[src/rtl/perf_event_counter_bank.sv]
// perf_event_counter_bank: per-channel event counters plus a free-running
// cycle counter. All counting freezes on core halt or on a watchdog timeout.
// The counters are read through a registered select port.
// Optional feature: define PERF_SATURATE_EN to make the counters saturate at
// all-ones. By default they wrap to zero. The overflow flag is set in both modes.
module perf_event_counter_bank #(
  parameter int unsigned NUM_CH  = 4,
  parameter int unsigned CNT_W   = 32,
  parameter int unsigned TIMEOUT = 100000,
  parameter int unsigned SEL_W   = $clog2(NUM_CH + 1)
) (
  input  logic              clk,
  input  logic              rst_n,
  input  logic              en,
  input  logic              clr,
  input  logic [NUM_CH-1:0] evt,
  input  logic              hlt,
  input  logic [SEL_W-1:0]  rd_sel,
  output logic [CNT_W-1:0]  rd_data,
  output logic [NUM_CH:0]   ovf,
  output logic              timeout,
  output logic              frozen
);

  localparam logic [1:0] S_IDLE   = 2'd0;
  localparam logic [1:0] S_COUNT  = 2'd1;
  localparam logic [1:0] S_HALTED = 2'd2;

  localparam logic [63:0] TO_CMP = 64'(TIMEOUT);

  logic [1:0]       state_q, state_d;
  // Index NUM_CH holds the cycle counter. It is treated as a channel whose event is always set.
  logic [CNT_W-1:0] cnt_q [NUM_CH+1];
  logic [CNT_W-1:0] cnt_d [NUM_CH+1];
  logic [CNT_W:0]   nxt   [NUM_CH+1];
  logic [NUM_CH:0]  ovf_q, ovf_d;
  logic             timeout_q, timeout_d;
  logic [CNT_W-1:0] rd_q, rd_d;
  logic [NUM_CH:0]  evt_ext;
  logic             act;
  logic             wd;

  // The +1 result of a counter. The top bit carries out of all-ones.
  function automatic logic [CNT_W:0] bump(input logic [CNT_W-1:0] v);
    logic [CNT_W:0] s;
    s = {1'b0, v} + (CNT_W+1)'(1);
`ifdef PERF_SATURATE_EN
    if (s[CNT_W]) s[CNT_W-1:0] = '1;
`endif
    return s;
  endfunction

  assign evt_ext = {1'b1, evt};

  // Next-state: count when enabled and not halted, freeze on hlt or watchdog, clr overrides everything
  always_comb begin
    state_d   = state_q;
    cnt_d     = cnt_q;
    ovf_d     = ovf_q;
    timeout_d = timeout_q;
    rd_d      = '0;
    wd        = 1'b0;
    act       = en && (state_q != S_HALTED);

    for (int unsigned i = 0; i <= NUM_CH; i++) begin
      nxt[i] = bump(cnt_q[i]);
    end

    if (act) begin
      // Counting is gated by en directly, so the cycle that enters COUNT also counts.
      for (int unsigned i = 0; i <= NUM_CH; i++) begin
        if (evt_ext[i]) begin
          cnt_d[i] = nxt[i][CNT_W-1:0];
          if (nxt[i][CNT_W]) ovf_d[i] = 1'b1;
        end
      end
      wd = (TIMEOUT != 0) && (64'(nxt[NUM_CH][CNT_W-1:0]) == TO_CMP);
      if (hlt || wd) state_d = S_HALTED;
      else           state_d = S_COUNT;
      if (wd) timeout_d = 1'b1;
    end else if (state_q != S_HALTED) begin
      state_d = S_IDLE;
    end

    if (clr) begin
      state_d   = S_IDLE;
      ovf_d     = '0;
      timeout_d = 1'b0;
      for (int unsigned i = 0; i <= NUM_CH; i++) begin
        cnt_d[i] = '0;
      end
    end

    // Read mux takes the post-update values, so rd_data has a 1-cycle latency.
    for (int unsigned i = 0; i <= NUM_CH; i++) begin
      if (rd_sel == SEL_W'(i)) rd_d = cnt_d[i];
    end
  end

  // State and counter registers with synchronous active-low reset
  always_ff @(posedge clk) begin
    if (!rst_n) begin
      state_q   <= S_IDLE;
      ovf_q     <= '0;
      timeout_q <= 1'b0;
      rd_q      <= '0;
      for (int unsigned i = 0; i <= NUM_CH; i++) begin
        cnt_q[i] <= '0;
      end
    end else begin
      state_q   <= state_d;
      ovf_q     <= ovf_d;
      timeout_q <= timeout_d;
      rd_q      <= rd_d;
      for (int unsigned i = 0; i <= NUM_CH; i++) begin
        cnt_q[i] <= cnt_d[i];
      end
    end
  end

  assign rd_data = rd_q;
  assign ovf     = ovf_q;
  assign timeout = timeout_q;
  assign frozen  = (state_q == S_HALTED);

endmodule

[config.mk]
export PLATFORM = sky130hd
export DESIGN_NAME = perf_event_counter_bank
export DESIGN_NICKNAME = d
export VERILOG_FILES = /design/src/rtl/perf_event_counter_bank.sv
export SDC_FILE = /design/constraint.sdc
export NUM_CORES = 1
export LEC_CHECK = 0
export ABC_AREA = 1
export BUFFER_PORTS_ARGS = -buffer_cell sky130_fd_sc_hd__buf_2
export CAP_MARGIN = 15
export CORE_MARGIN = 3
export CORE_UTILIZATION = 39
export DETAILED_ROUTE_END_ITERATION = 8
export GPL_ROUTABILITY_DRIVEN = 0
export SETUP_SLACK_MARGIN = 0.05
export SYNTH_ARGS = -nofsm -noshare
export SYNTH_HDL_FRONTEND = slang
export SYNTH_SLANG_ARGS = --single-unit
[constraint.sdc]
create_clock -name clk -period 5.6 [get_ports clk]
set_input_delay 0 -clock clk [delete_from_list [all_inputs] [get_ports clk]]
set_output_delay 0 -clock clk [all_outputs]
set_load 0.05 [all_outputs]
==> impl_metrics.toml <==
[die]
design.portCount = 51
die_w_um = 178.5
dieArea_mm2 = 0.03187
die_y_um = 178.5
initial_utilization_pct = 40.01
rows = 62
core_area_mm2 = 0.02901

[sta]
rsz_0062_raised_after_global_routing = "no"
setup_viol = 0
max_slew.worst_pin.slew_ps = 1180
timing.final.max_slew_violations = 0
fin_tns_setup_ps = 0
final-hold-violation-count = 0
clock.fmax_ghz = 0.3045
shortest_clock_period_the_worst_path_allows_after_layout_ps = 3284
period_utilisation_layout_pct = 58.64
worst_slew_margin_rel_pct = 21.14
fin_worst_skew_ps = 14.95
postLayoutSetupSlackWorst_ps = 2316

[routing]
drc = 0
drt_first_pass_iters = 6
via_count = 12279
finalWirelength_um = 40900
route.detailed.wl_per_inst_um = 17.96
drt_iter0_drc = 1222
avgViaCountPerCell = 5.393
final_antenna_net_count = 0

[setup_path]
worst_path_dominant_cell_family = "compound AO/OA/AOI/OAI gates"
setup.worst_path.end_class = "flop"
worst_ep_required_time_ps = 5960
timing.critical_path.fanout_max = 32
worstSetupPathType = "reg2reg"
critPathMostFrequentCell = "sky130_fd_sc_hd__nand2_1"
arrival_ps = 3640
slowest_stage = "sky130_fd_sc_hd__a21boi_4"
startpoint_type = "flop"
crit_path_cell_chain = "inv_1 > a21boi_4 > nand2_2 > nor4_1 > nand3_1 > nand2_1 > nand2_1 > o21ai_0 > nor2_1 > a21oi_1"
timing.critical_path.slowest_cell_delay_ps = 910
cp_num_buf_inv = 1

[status]
status = "finished, final reports clean"

[global_route]
gr-total-overflow = 0
grt_start_max_net_pins = 64
grt_first_pass_wirelength_um = 62990
antenna_found_initial = 1
grtUsageTotal_pct = 25.74
vias_in_the_first_global_route = 11309

[power_and_ir_drop]
combinationalPowerShare_pct = 7.5
ir_drop_mv = 0.1967
power.switching_w = 0.0007750
p_sw_share_pct = 26.90
sum_of_internal_switching_and_leakage_power_w = 0.002882
leakage_nw = 5.092
clock_power_share_pct = 42.1
p_seq_share_pct = 50.4
power.internal_w = 0.002107
power_density_mw_per_mm2 = 225.0

[yosys]
number_of_instances_in_the_synthesized_netlist = 1846
synth_enable_flop_cells = 0
synth_top_flop_cell = "sky130_fd_sc_hd__dfxtp_1"
post_synth_num_cell_types = 45
ys_seq_elements = 200
synth_area_mm2 = 0.01161
avg_inst_size_synth_um2 = 6.289
ys_warn_count = 0
synth_sequential_area_ratio_pct = 34.49
synth.net_count = 1863
synth_async_reset_ratio_pct = 0

[cells_and_area]
design.final.nets = 1897
layout-drive-gt1-share_pct = 8.347
areaGrowthSynthToFinish_pct = 10.34
antenna-diode-count = 0

[placement]
post-place-ws_ps = 2523
dp.final_hpwl_um = 31410
port_buffers = 50

[clock_network]
clk_pin_slew_ps = 70
numClockSinks = 200
cts-htree-levels = 4
numCtsBuffers = 17
clock-root-buffer = "sky130_fd_sc_hd__clkbuf_16"
clock_latency_ps = 440
clockBufferDepth = 2
cts_tree = "yes"
cts.repair_timing.setup_buffer_count = 0

[min_path]
min-delay-path-class = "in2reg"

[flow_run]
maxCapViolCount = 0
[cell usage in the layout, fill, tap and decap left out, drive strengths merged, types with 2 or more instances in the layout]
master and instances:
nand2 405, nand3b 4, nand4 58, clkinv 10, xnor2 18, clkbuf 19
xor2 29, nor3b 3, inv 242, a211oi 4, dfxtp 200, o21a 2
nor2 372, o21bai 9, buf 60, dlygate4sd3 2, nor4 10, o22ai 18
a31o 6, o21ai 91, o211ai 7, nand3 167, ha 5, a21o 7
a31oi 8, nor3 65, a21oi 49, or2 16
[power by group through the flow]
stage	Combinational, W	Clock [W]	Sequential, W
floorplan	0.000122	0	0.00150
global placement	0.000211	0	0.00149
detailed placement	0.000211	0	0.00149
CTS	0.000213	0.00123	0.00145
global route	0.000233	0.00128	0.00145
finish	0.000215	0.00121	0.00145
[what timing repair did]
| item | CTS | global route |
|---|---|---|
| endpoints found under the setup margin | 0 | 0 |
| hold buffers | 2 | 0 |
| resized for setup | 0 | 0 |
| endpoints found under the hold margin | 2 | 0 |
[metal layers]
metal / GRT usage [%] / share of wire [%] / vias to the layer above
li1: - / - / 6046
met2: 41.47 / 45 / 476
met3: 4.257 / 6.7 / 97
met5: 0 / 0.032 / -
met1: 34.01 / 44 / 5658
met4: 11.01 / 4.5 / 2
[through the flow]
| stage | area, µm² | hold WS (ps) | utilization (%) | instances |
|---|---|---|---|---|
| finish | 12810 | 71.83 | 44.15 | 2277 |
| global route | 12810 | 103.0 | 44.15 | 2277 |
| CTS | 12810 | 56.67 | 44.15 | 2277 |
| detailed placement | 12240 | 278.7 | 42.18 | 2243 |
| global placement | 12240 | 285.6 | 42.18 | 2243 |
| floorplan | 11610 | 142.9 | - | 1846 |
[worst register-to-register path: stages, from the launching register on]
cell and delay [ps]:
sky130_fd_sc_hd__dfxtp_1 310, sky130_fd_sc_hd__inv_1 70, sky130_fd_sc_hd__a21boi_4 920, sky130_fd_sc_hd__nand2_2 400
sky130_fd_sc_hd__nor4_1 390, sky130_fd_sc_hd__nand3_1 130, sky130_fd_sc_hd__nand2_1 90, sky130_fd_sc_hd__nand2_1 80
sky130_fd_sc_hd__o21ai_0 510, sky130_fd_sc_hd__nor2_1 120, sky130_fd_sc_hd__a21oi_1 180
[synth_stat cells, types with 5 or more instances]
cell                       count  area [µm²]
sky130_fd_sc_hd__nand2_1     397        1490
sky130_fd_sc_hd__nor2_1      352        1321
sky130_fd_sc_hd__inv_1       233       874.6
sky130_fd_sc_hd__dfxtp_1     200        4004
sky130_fd_sc_hd__nand3_1     165       825.8
sky130_fd_sc_hd__o21ai_0      86       430.4
sky130_fd_sc_hd__nand4_1      58       362.9
sky130_fd_sc_hd__nor3_1       56       280.3
sky130_fd_sc_hd__a21oi_1      49       245.2
sky130_fd_sc_hd__clkbuf_1     37       138.9
sky130_fd_sc_hd__xor2_1       29       254.0
sky130_fd_sc_hd__o22ai_1      18       112.6
sky130_fd_sc_hd__xnor2_1      18       157.7
sky130_fd_sc_hd__or2_2        15       93.84
sky130_fd_sc_hd__nor2_4       12       135.1
sky130_fd_sc_hd__nor4_1       10       62.56
sky130_fd_sc_hd__o21bai_1      9       67.56
sky130_fd_sc_hd__a31oi_1       8       50.05
sky130_fd_sc_hd__nor2_2        8       50.05
sky130_fd_sc_hd__nor3_2        8       80.08
sky130_fd_sc_hd__a21o_1        7       52.55
sky130_fd_sc_hd__buf_1         7       26.28
sky130_fd_sc_hd__o211ai_1      7       52.55
sky130_fd_sc_hd__a31o_2        6       52.55
sky130_fd_sc_hd__nand2_2       6       37.54
sky130_fd_sc_hd__ha_1          5       62.56
sky130_fd_sc_hd__o21ai_1       5       25.02
[flip-flops by register name, indices dropped and copies added, names as in the netlist]
register,count
cnt_q,160
ovf,5
rd_data,32
state_q,2
timeout,1
[final timing paths]
| kind | start | slack, ps | cells past startpoint | to |
|---|---|---|---|---|
| max | state_q[0]$_SDFFE_PP0P_ | 2320 | 10 | rd_data[26]$_SDFF_PN0_ |
| min | evt[3] | 70 | 5 | cnt_q[34]$_SDFF_PN0_ |
| max reg2reg | state_q[0]$_SDFFE_PP0P_ | 2320 | 10 | rd_data[26]$_SDFF_PN0_ |
| min reg2reg | ovf[1]$_SDFFE_PP0P_ | 450 | 2 | ovf[1]$_SDFFE_PP0P_ |
[logic make-up after synthesis]
logic type	count (synthesis)	synth area share [%]
compound gates	204	10.07
simple gates	1102	41.99
xor+xnor	47	3.546
buf+inv	288	9.366
fa+ha+maj	5	0.5389
flops	200	34.49
[area by class of cell]
| type | count | area (µm²) |
|---|---|---|
| fill | 3124 | 16200 |
| multi-input combinational | 1358 | 6523 |
| sequential | 200 | 4004 |
| inverter | 241 | 904.6 |
| tap | 384 | 480.5 |
| clock buffer | 19 | 432.9 |
| timing repair buffer | 62 | 345.3 |
| clock inverter | 13 | 118.9 |
Power figures use the tool's default switching activity.
